==> config.mk <==
export PLATFORM = sky130hd
export DESIGN_NAME = compare_streak_monitor
export DESIGN_NICKNAME = d
export VERILOG_FILES = /design/src/rtl/compare_streak_monitor.sv
export SDC_FILE = /design/constraint.sdc
export NUM_CORES = 1
export LEC_CHECK = 0
export BUFFER_PORTS_ARGS = -buffer_cell sky130_fd_sc_hd__buf_2
export CAP_MARGIN = 30
export CORE_ASPECT_RATIO = 1.25
export CORE_MARGIN = 2
export CORE_UTILIZATION = 55
export DETAILED_ROUTE_END_ITERATION = 12
export GPL_TIMING_DRIVEN = 0
export PLACE_DENSITY = 0.78
export SLEW_MARGIN = 30
export SYNTH_ARGS = -nofsm -noshare
export SYNTH_HDL_FRONTEND = slang
export SYNTH_SLANG_ARGS = --single-unit
==> constraint.sdc <==
create_clock -name clk -period 2 [get_ports clk]
set_clock_uncertainty 0.1 [all_clocks]
set_input_delay 0.4 -clock clk [delete_from_list [all_inputs] [get_ports clk]]
set_output_delay 0.4 -clock clk [all_outputs]
set_load 0.01 [all_outputs]
==> src/rtl/compare_streak_monitor.sv <==
// compare_streak_monitor: registered event counters, gt-streak alarm and one-hot error flag for a magnitude comparator
//
// Ports:
//   clk, rst_n               rising-edge clock, asynchronous active-low reset
//   in_valid                 comparator result valid this cycle
//   a_gt_b, a_eq_b, a_lt_b   comparator result, expected one-hot
//   clear                    synchronous clear of counters, streak, FSM and alarm
//   gt_cnt, eq_cnt, lt_cnt   saturating counts of legal valid samples per outcome
//   streak                   saturating length of the current run of legal gt samples
//   alarm                    streak reached THRESH
//   alarm_rise               one-cycle pulse when alarm goes 0->1
//   err                      one-cycle pulse for a valid sample that is not one-hot
//
// Build option: define STICKY_ALARM_EN to latch alarm until clear/reset,
// with alarm_rise only on the first set after each clear/reset.
module compare_streak_monitor #(
   parameter int CNT_W  = 8,
   parameter int THRESH = 4
) (
   input  logic             clk,
   input  logic             rst_n,
   input  logic             in_valid,
   input  logic             a_gt_b,
   input  logic             a_eq_b,
   input  logic             a_lt_b,
   input  logic             clear,
   output logic [CNT_W-1:0] gt_cnt,
   output logic [CNT_W-1:0] eq_cnt,
   output logic [CNT_W-1:0] lt_cnt,
   output logic [CNT_W-1:0] streak,
   output logic             alarm,
   output logic             alarm_rise,
   output logic             err
);
   typedef enum logic [1:0] {IDLE, ARMING, ALARM} state_t;

   state_t           state_q, state_d;
   logic [CNT_W-1:0] gt_cnt_q, gt_cnt_d, eq_cnt_q, eq_cnt_d, lt_cnt_q, lt_cnt_d;
   logic [CNT_W-1:0] streak_q, streak_d;
   logic             alarm_q, alarm_d, alarm_rise_q, alarm_rise_d, err_q, err_d;
   logic [2:0]       code;
   logic             legal;

   function automatic logic [CNT_W-1:0] sat_inc(input logic [CNT_W-1:0] x);
      return (x == '1) ? x : x + 1'b1;
   endfunction

   assign code  = {a_gt_b, a_eq_b, a_lt_b};
   assign legal = (code == 3'b100) || (code == 3'b010) || (code == 3'b001);

   always_comb begin
      gt_cnt_d = gt_cnt_q;
      eq_cnt_d = eq_cnt_q;
      lt_cnt_d = lt_cnt_q;
      streak_d = streak_q;
      state_d  = state_q;
      err_d    = 1'b0;
      if (clear) begin
         gt_cnt_d = '0;
         eq_cnt_d = '0;
         lt_cnt_d = '0;
         streak_d = '0;
         state_d  = IDLE;
      end else if (in_valid && legal) begin
         gt_cnt_d = a_gt_b ? sat_inc(gt_cnt_q) : gt_cnt_q;
         eq_cnt_d = a_eq_b ? sat_inc(eq_cnt_q) : eq_cnt_q;
         lt_cnt_d = a_lt_b ? sat_inc(lt_cnt_q) : lt_cnt_q;
         streak_d = a_gt_b ? sat_inc(streak_q) : '0;
         // next state is judged on the post-update streak
         state_d  = !a_gt_b ? IDLE :
                    (state_q == ALARM || streak_d >= CNT_W'(THRESH)) ? ALARM : ARMING;
      end else if (in_valid) begin
         err_d    = 1'b1;
         streak_d = '0;
         state_d  = IDLE;
      end
`ifdef STICKY_ALARM_EN
      alarm_d      = !clear && (alarm_q || state_d == ALARM);
      alarm_rise_d = alarm_d && !alarm_q;
`else
      alarm_d      = (state_d == ALARM);
      alarm_rise_d = alarm_d && (state_q != ALARM);
`endif
   end

   always_ff @(posedge clk or negedge rst_n) begin
      if (!rst_n) begin
         state_q      <= IDLE;
         gt_cnt_q     <= '0;
         eq_cnt_q     <= '0;
         lt_cnt_q     <= '0;
         streak_q     <= '0;
         alarm_q      <= 1'b0;
         alarm_rise_q <= 1'b0;
         err_q        <= 1'b0;
      end else begin
         state_q      <= state_d;
         gt_cnt_q     <= gt_cnt_d;
         eq_cnt_q     <= eq_cnt_d;
         lt_cnt_q     <= lt_cnt_d;
         streak_q     <= streak_d;
         alarm_q      <= alarm_d;
         alarm_rise_q <= alarm_rise_d;
         err_q        <= err_d;
      end
   end

   assign gt_cnt     = gt_cnt_q;
   assign eq_cnt     = eq_cnt_q;
   assign lt_cnt     = lt_cnt_q;
   assign streak     = streak_q;
   assign alarm      = alarm_q;
   assign alarm_rise = alarm_rise_q;
   assign err        = err_q;
endmodule

; ---- Yosys cells after proc, flatten, opt, wreduce, memory -nomap -nowiden
; Cells that the tools add are included.
[totals]
register_bits = 37
inputBits = 7
out_inout_bits = 35
word_cells = 64
[op_classes]
n_addsub = 4
n_lt_le_gt_ge = 1
n_eq_ne = 13
n_mux = 25
reduce_logical = 13
[op_table]
columns = operator, n
row1 = two-way mux 8 bit, 17
row2 = "adder 8 x 1 -> 8 bit, second input constant", 4
row3 = "== test 8 bit, second input constant", 4
row4 = two-way mux 2 bit, 5
row5 = AND reduction 3 bit, 3
row6 = "greater-or-equal comparator 8 x 3 -> 1 bit, second input constant", 1
row7 = "!= test 2 bit, second input constant", 4
row8 = nonzero test 2 bit, 4
row9 = "== test 2 bit, second input constant", 2
row10 = "== test 3 x 1 -> 1 bit, second input constant", 1
row11 = "== test 3 x 2 -> 1 bit, second input constant", 1
row12 = "== test 3 bit, second input constant", 1
row13 = logical OR 1 bit, 3
row14 = two-way mux 1 bit, 3
row15 = nonzero test 3 bit, 1
row16 = logical AND 1 bit, 2

; ---- Depth between registers and ports, before layout
[depth]
word_depth = 11
depth_mapped = 7
depth_no_buf = 6

; ---- Worst setup path after synthesis
; Ideal clock, no wire load.
[synth_timing]
path_kind = reg2reg
start = register streak_q[0], in the netlist streak[0]
end = register alarm_rise_q, in the netlist alarm_rise
setup_time_ps = 130
arrival_ps = 1632
t_required_ps = 1770
slack_ps = 138
stages_incl_launch_ff = 8
n_path_buf = 1
synth_period_minus_slack_ps = 1862
cell_sequence = dfrtp_1 -> ha_1 -> buf_4 -> and3_2 -> nor3_1 -> o21ai_0 -> o311ai_1 -> a21oi_1
[synth_via]
elab_chain_len = 11
elab_cells_between_ends = 12
classes_between = add/sub: 1 / order compare: 1 / eq/ne: 2 / mux: 6 / reduce/logical: 2
[synth_lines]
columns = item, line
row1 = from (decl), 39  ; logic [CNT_W-1:0] streak_q, streak_d;
row2 = from (signal assigned), 101  ; streak_q <= streak_d;
row3 = adder 8 x 1 -> 8 bit or == test 8 bit (tied branches), 45  ; return (x == '1) ? x : x + 1'b1;
row4 = two-way mux 8 bit (*), 45
row5 = two-way mux 8 bit (*), 68  ; streak_d = a_gt_b ? sat_inc(streak_q) : '0;
row6 = greater-or-equal comparator 8 x 3 -> 1 bit (*), 71  ; (state_q == ALARM || streak_d >= CNT_W'(THRESH)) ? ALARM : ARMING;
row7 = logical OR 1 bit (*), 71
row8 = two-way mux 2 bit (*), 71
row9 = two-way mux 2 bit (*), 70  ; state_d = !a_gt_b ? IDLE :
row10 = two-way mux 2 bit (*), 64  ; end else if (in_valid && legal) begin
row11 = two-way mux 2 bit (*), 58  ; if (clear) begin
row12 = == test 2 bit (*), 81  ; alarm_d = (state_d == ALARM);
row13 = logical AND 1 bit (*), 82  ; alarm_rise_d = alarm_d && (state_q != ALARM);
row14 = net alarm_rise_d, 40  ; logic alarm_q, alarm_d, alarm_rise_q, alarm_rise_d, err_q, err_d;
row15 = to (signal assigned), 103  ; alarm_rise_q <= alarm_rise_d;
row16 = to (decl), 40
; The timed path passes the listed nets; every way through them passes the cells marked *.
; A chain may end at the register's enable or synchronous reset.

; ---- Worst setup path in the final report
[layout_timing]
start = register streak_q[1], in the netlist streak[1]
end = register alarm_rise_q, in the netlist alarm_rise
; The elaborated chain is that of the path after synthesis.

==> flow_metrics.env <==
export IMPL_grt_pass1_wl_mm=7.31
export IMPL_p_per_area_nw_per_um2=555
export IMPL_synth_cell_type_count=50
export IMPL_tritoncts="done"
export IMPL_rr_startpoint="streak[1]$_DFFE_PN0P_"
export IMPL_p_clk_share_pct=38.7
export IMPL_start_util_pct=56.5
export IMPL_avgViaCountPerCell=5.87
export IMPL_clock_sinks=37
export IMPL_internal_power_mw=1.05
export IMPL_instances_no_fill=307
export IMPL_required_ns=2.07
export IMPL_vias=1802
export IMPL_clock_path_buffers=2
export IMPL_cts_root_buf="clkbuf_8"
export IMPL_yosys_warnings=0
export IMPL_numPlacedInstances=300
export IMPL_row_count=25
export IMPL_insertion_delay_ns=0.29
export IMPL_dpl_hpwl_mm=3.13
export IMPL_grt_max_degree=38
export IMPL_combPwrFrac_pct=6.4
export IMPL_rsz0062_at_grt="false"
export IMPL_grt_overflow=0
export IMPL_reg2reg_to="alarm_rise$_DFF_PN0_"
export IMPL_whs_ns=0.0945
export IMPL_share_seq_of_total_power_pct=55.0
export IMPL_htree_levels=2
export IMPL_fin_crit_sh_pct=94.1
export IMPL_grt_usage_pct=22.2
export IMPL_post_cts_buffers=0
export IMPL_wire_per_inst_um=14.6
export IMPL_cp_end_kind="register"
export IMPL_die_h_um=73.4
export IMPL_max_cap_violations=0
export IMPL_syn_nets=232
export IMPL_report_final_hold_viol_count=0
export IMPL_relSlewSlack_pct=46.2
export IMPL_cts_buffers=5
export IMPL_synth_area_um2=2120
export IMPL_clkSlewWorstSetupHoldPaths_ns=0.07
export IMPL_routed_wl_mm=4.49
export IMPL_layout_commonest_cell="buf_2"
export IMPL_p_leak_nw=1.15
export IMPL_core_area_um2=3750
export IMPL_start_kind="register"
export IMPL_switchingPower_mw=0.326
export IMPL_arrival_ns=1.95
export IMPL_chipWidth_um=59.5
export IMPL_ant_nets=0
export IMPL_tightest_slew_ns=0.807
export IMPL_final_cell_mix="40 x buf_2, 36 x dfrtp_1, 34 x nor2_1"
export IMPL_fmax_ghz=0.531
export IMPL_area_delta_synth_final_pct=17.3
export IMPL_fin_nets=278
export IMPL_die_area_um2=4370
export IMPL_drtPass1Iterations=4
export IMPL_cts_hold_buf=0
export IMPL_slew_viol_final=0
export IMPL_status="finished, final reports clean"
export IMPL_diodes=0
export IMPL_antenna_found_initial=0
export IMPL_remaining_drc_errors=0
export IMPL_ys_seq_elements=37
export IMPL_crit_type="reg2reg"
export IMPL_port_buffers=39
export IMPL_p_sw_share_pct=23.6
export IMPL_holdCritPathClass="in2async"
export IMPL_setup_viol=0
export IMPL_reg2reg_slack_ns=0.12
export IMPL_utilization_pct=66.3
export IMPL_drtIter0Drc=106
export IMPL_synth_seq_area_share_pct=43.7
export IMPL_gp_congestion=0.858
export IMPL_crit_fanout=9
export IMPL_syn_mean_instance_area_um2=9.60
export IMPL_io_pins=42
export IMPL_synth_cells=221
export IMPL_grt_pass1_vias=1668
export IMPL_rr_worst_depth=7
export IMPL_irDropWorstVdd_mv=0.476
export IMPL_drive_gt1_share_pct=28.5
export IMPL_layout_min_cycle_time_ns=1.88
[cells by family after synthesis]
logic type               after synthesis  synth area share [%]
adder cells (fa/ha/maj)                4                  2.36
buffers and inverters                 15                  4.54
AO/OA/AOI/OAI                         42                  15.8
AND/OR/NAND/NOR                      101                  24.5
multiplexers                           2                 0.944
XOR/XNOR                              20                  8.26
flip-flops                            37                  43.7
[final cells by class]
| class | instances | area (um2) |
|---|---|---|
| fillers | 321 | 1260 |
| multi-input cells | 169 | 1130 |
| flip-flops and latches | 37 | 927 |
| repair buffers | 39 | 195 |
| clock buffers | 6 | 82.6 |
| plain buffers | 8 | 70.1 |
| well taps | 40 | 50.0 |
| inverters | 7 | 26.3 |
| clock inverters | 1 | 7.51 |
[flip-flops by register name, summed over array words and instances, names as in the netlist]
name	cells
alarm_rise	1
err	1
lt_cnt	8
alarm	1
gt_cnt	8
state_q	2
streak	8
eq_cnt	8
[worst max path at each step]
stage | start | end | slack (ns)
floorplan | streak[0]$_DFFE_PN0P_ | alarm_rise$_DFF_PN0_ | 0.14
global placement | streak[0]$_DFFE_PN0P_ | alarm_rise$_DFF_PN0_ | -0.0005
detailed placement | streak[0]$_DFFE_PN0P_ | alarm$_DFF_PN0_ | 0.001
CTS | streak[0]$_DFFE_PN0P_ | alarm_rise$_DFF_PN0_ | 0.02
global route | streak[0]$_DFFE_PN0P_ | alarm_rise$_DFF_PN0_ | 0.006
finish | streak[1]$_DFFE_PN0P_ | alarm_rise$_DFF_PN0_ | 0.12
[critical path: stages, from the launching register on]
cell and delay [ns]:
dfrtp_1 0.43, ha_1 0.18, buf_4 0.16, and2b_2 0.23, a31oi_2 0.17, o22ai_2 0.14
o311ai_2 0.29, a21oi_1 0.06
[through the flow]
step | setup slack (ns) | cell area, um2 | total power, mW | setup TNS, ns
floorplan | 0.138 | 2120 | 0.821 | 0
global placement | -0.000541 | 2370 | 0.859 | -0.000541
detailed placement | 0.00145 | 2370 | 0.860 | 0
CTS | 0.0197 | 2460 | 1.39 | 0
global route | 0.00611 | 2490 | 1.43 | 0
finish | 0.118 | 2490 | 1.38 | 0
[per-layer routing]
layer	vias up	global-route usage [%]	wire length [um]
li1	877	-	-
met1	869	27.8	1870
met2	48	35.5	2280
met3	8	6.16	241
met4	0	10.1	97
met5	-	0	0
[power groups by stage]
| stage | Sequential (mW) | Clock (mW) | Combinational [mW] |
|---|---|---|---|
| 2_1_floorplan | 0.774 | 0 | 0.0471 |
| 3_3_place_gp | 0.772 | 0 | 0.0863 |
| 3_5_place_dp | 0.773 | 0 | 0.0877 |
| 4_1_cts | 0.758 | 0.548 | 0.0881 |
| 5_1_grt | 0.759 | 0.573 | 0.100 |
| 6_report | 0.758 | 0.534 | 0.0880 |
[synthesized netlist by cell type, drive strengths merged]
library cell / instances / share of area [%]
nand3: 10 / 2.4
nand3b: 1 / 0.35
nand4: 9 / 2.7
and4bb: 2 / 1.2
o211ai: 1 / 0.35
nand2: 18 / 3.2
clkbuf: 4 / 1.7
o22ai: 1 / 0.59
a31o: 1 / 0.41
or2: 1 / 0.30
a2bb2oi: 2 / 1.1
nor3: 9 / 2.1
or3b: 1 / 0.53
dfrtp: 37 / 44
and2b: 1 / 0.41
and4: 2 / 0.89
a211oi: 1 / 0.35
mux2i: 2 / 0.94
buf: 4 / 1.7
o21ai: 9 / 2.5
or3: 2 / 0.59
inv: 7 / 1.2
o211a: 1 / 0.47
a22o: 2 / 0.83
a31oi: 2 / 0.59
o221ai: 1 / 0.71
o31a: 1 / 0.41
a21oi: 13 / 3.1
nor3b: 1 / 0.59
o31ai: 1 / 0.59
nand2b: 5 / 1.5
ha: 4 / 2.4
xor2: 8 / 3.3
and3: 4 / 1.3
o311ai: 2 / 1.2
xnor2: 12 / 5.0
nor2: 35 / 6.5
o22a: 1 / 0.41
a41oi: 2 / 1.7
a32o: 1 / 0.47
[what timing repair did]
action,4_1_cts,5_1_grt
setup endpoints to repair,2,3
pin swaps,1,2
resized for setup,1,6
Power figures use the tool's default switching activity.
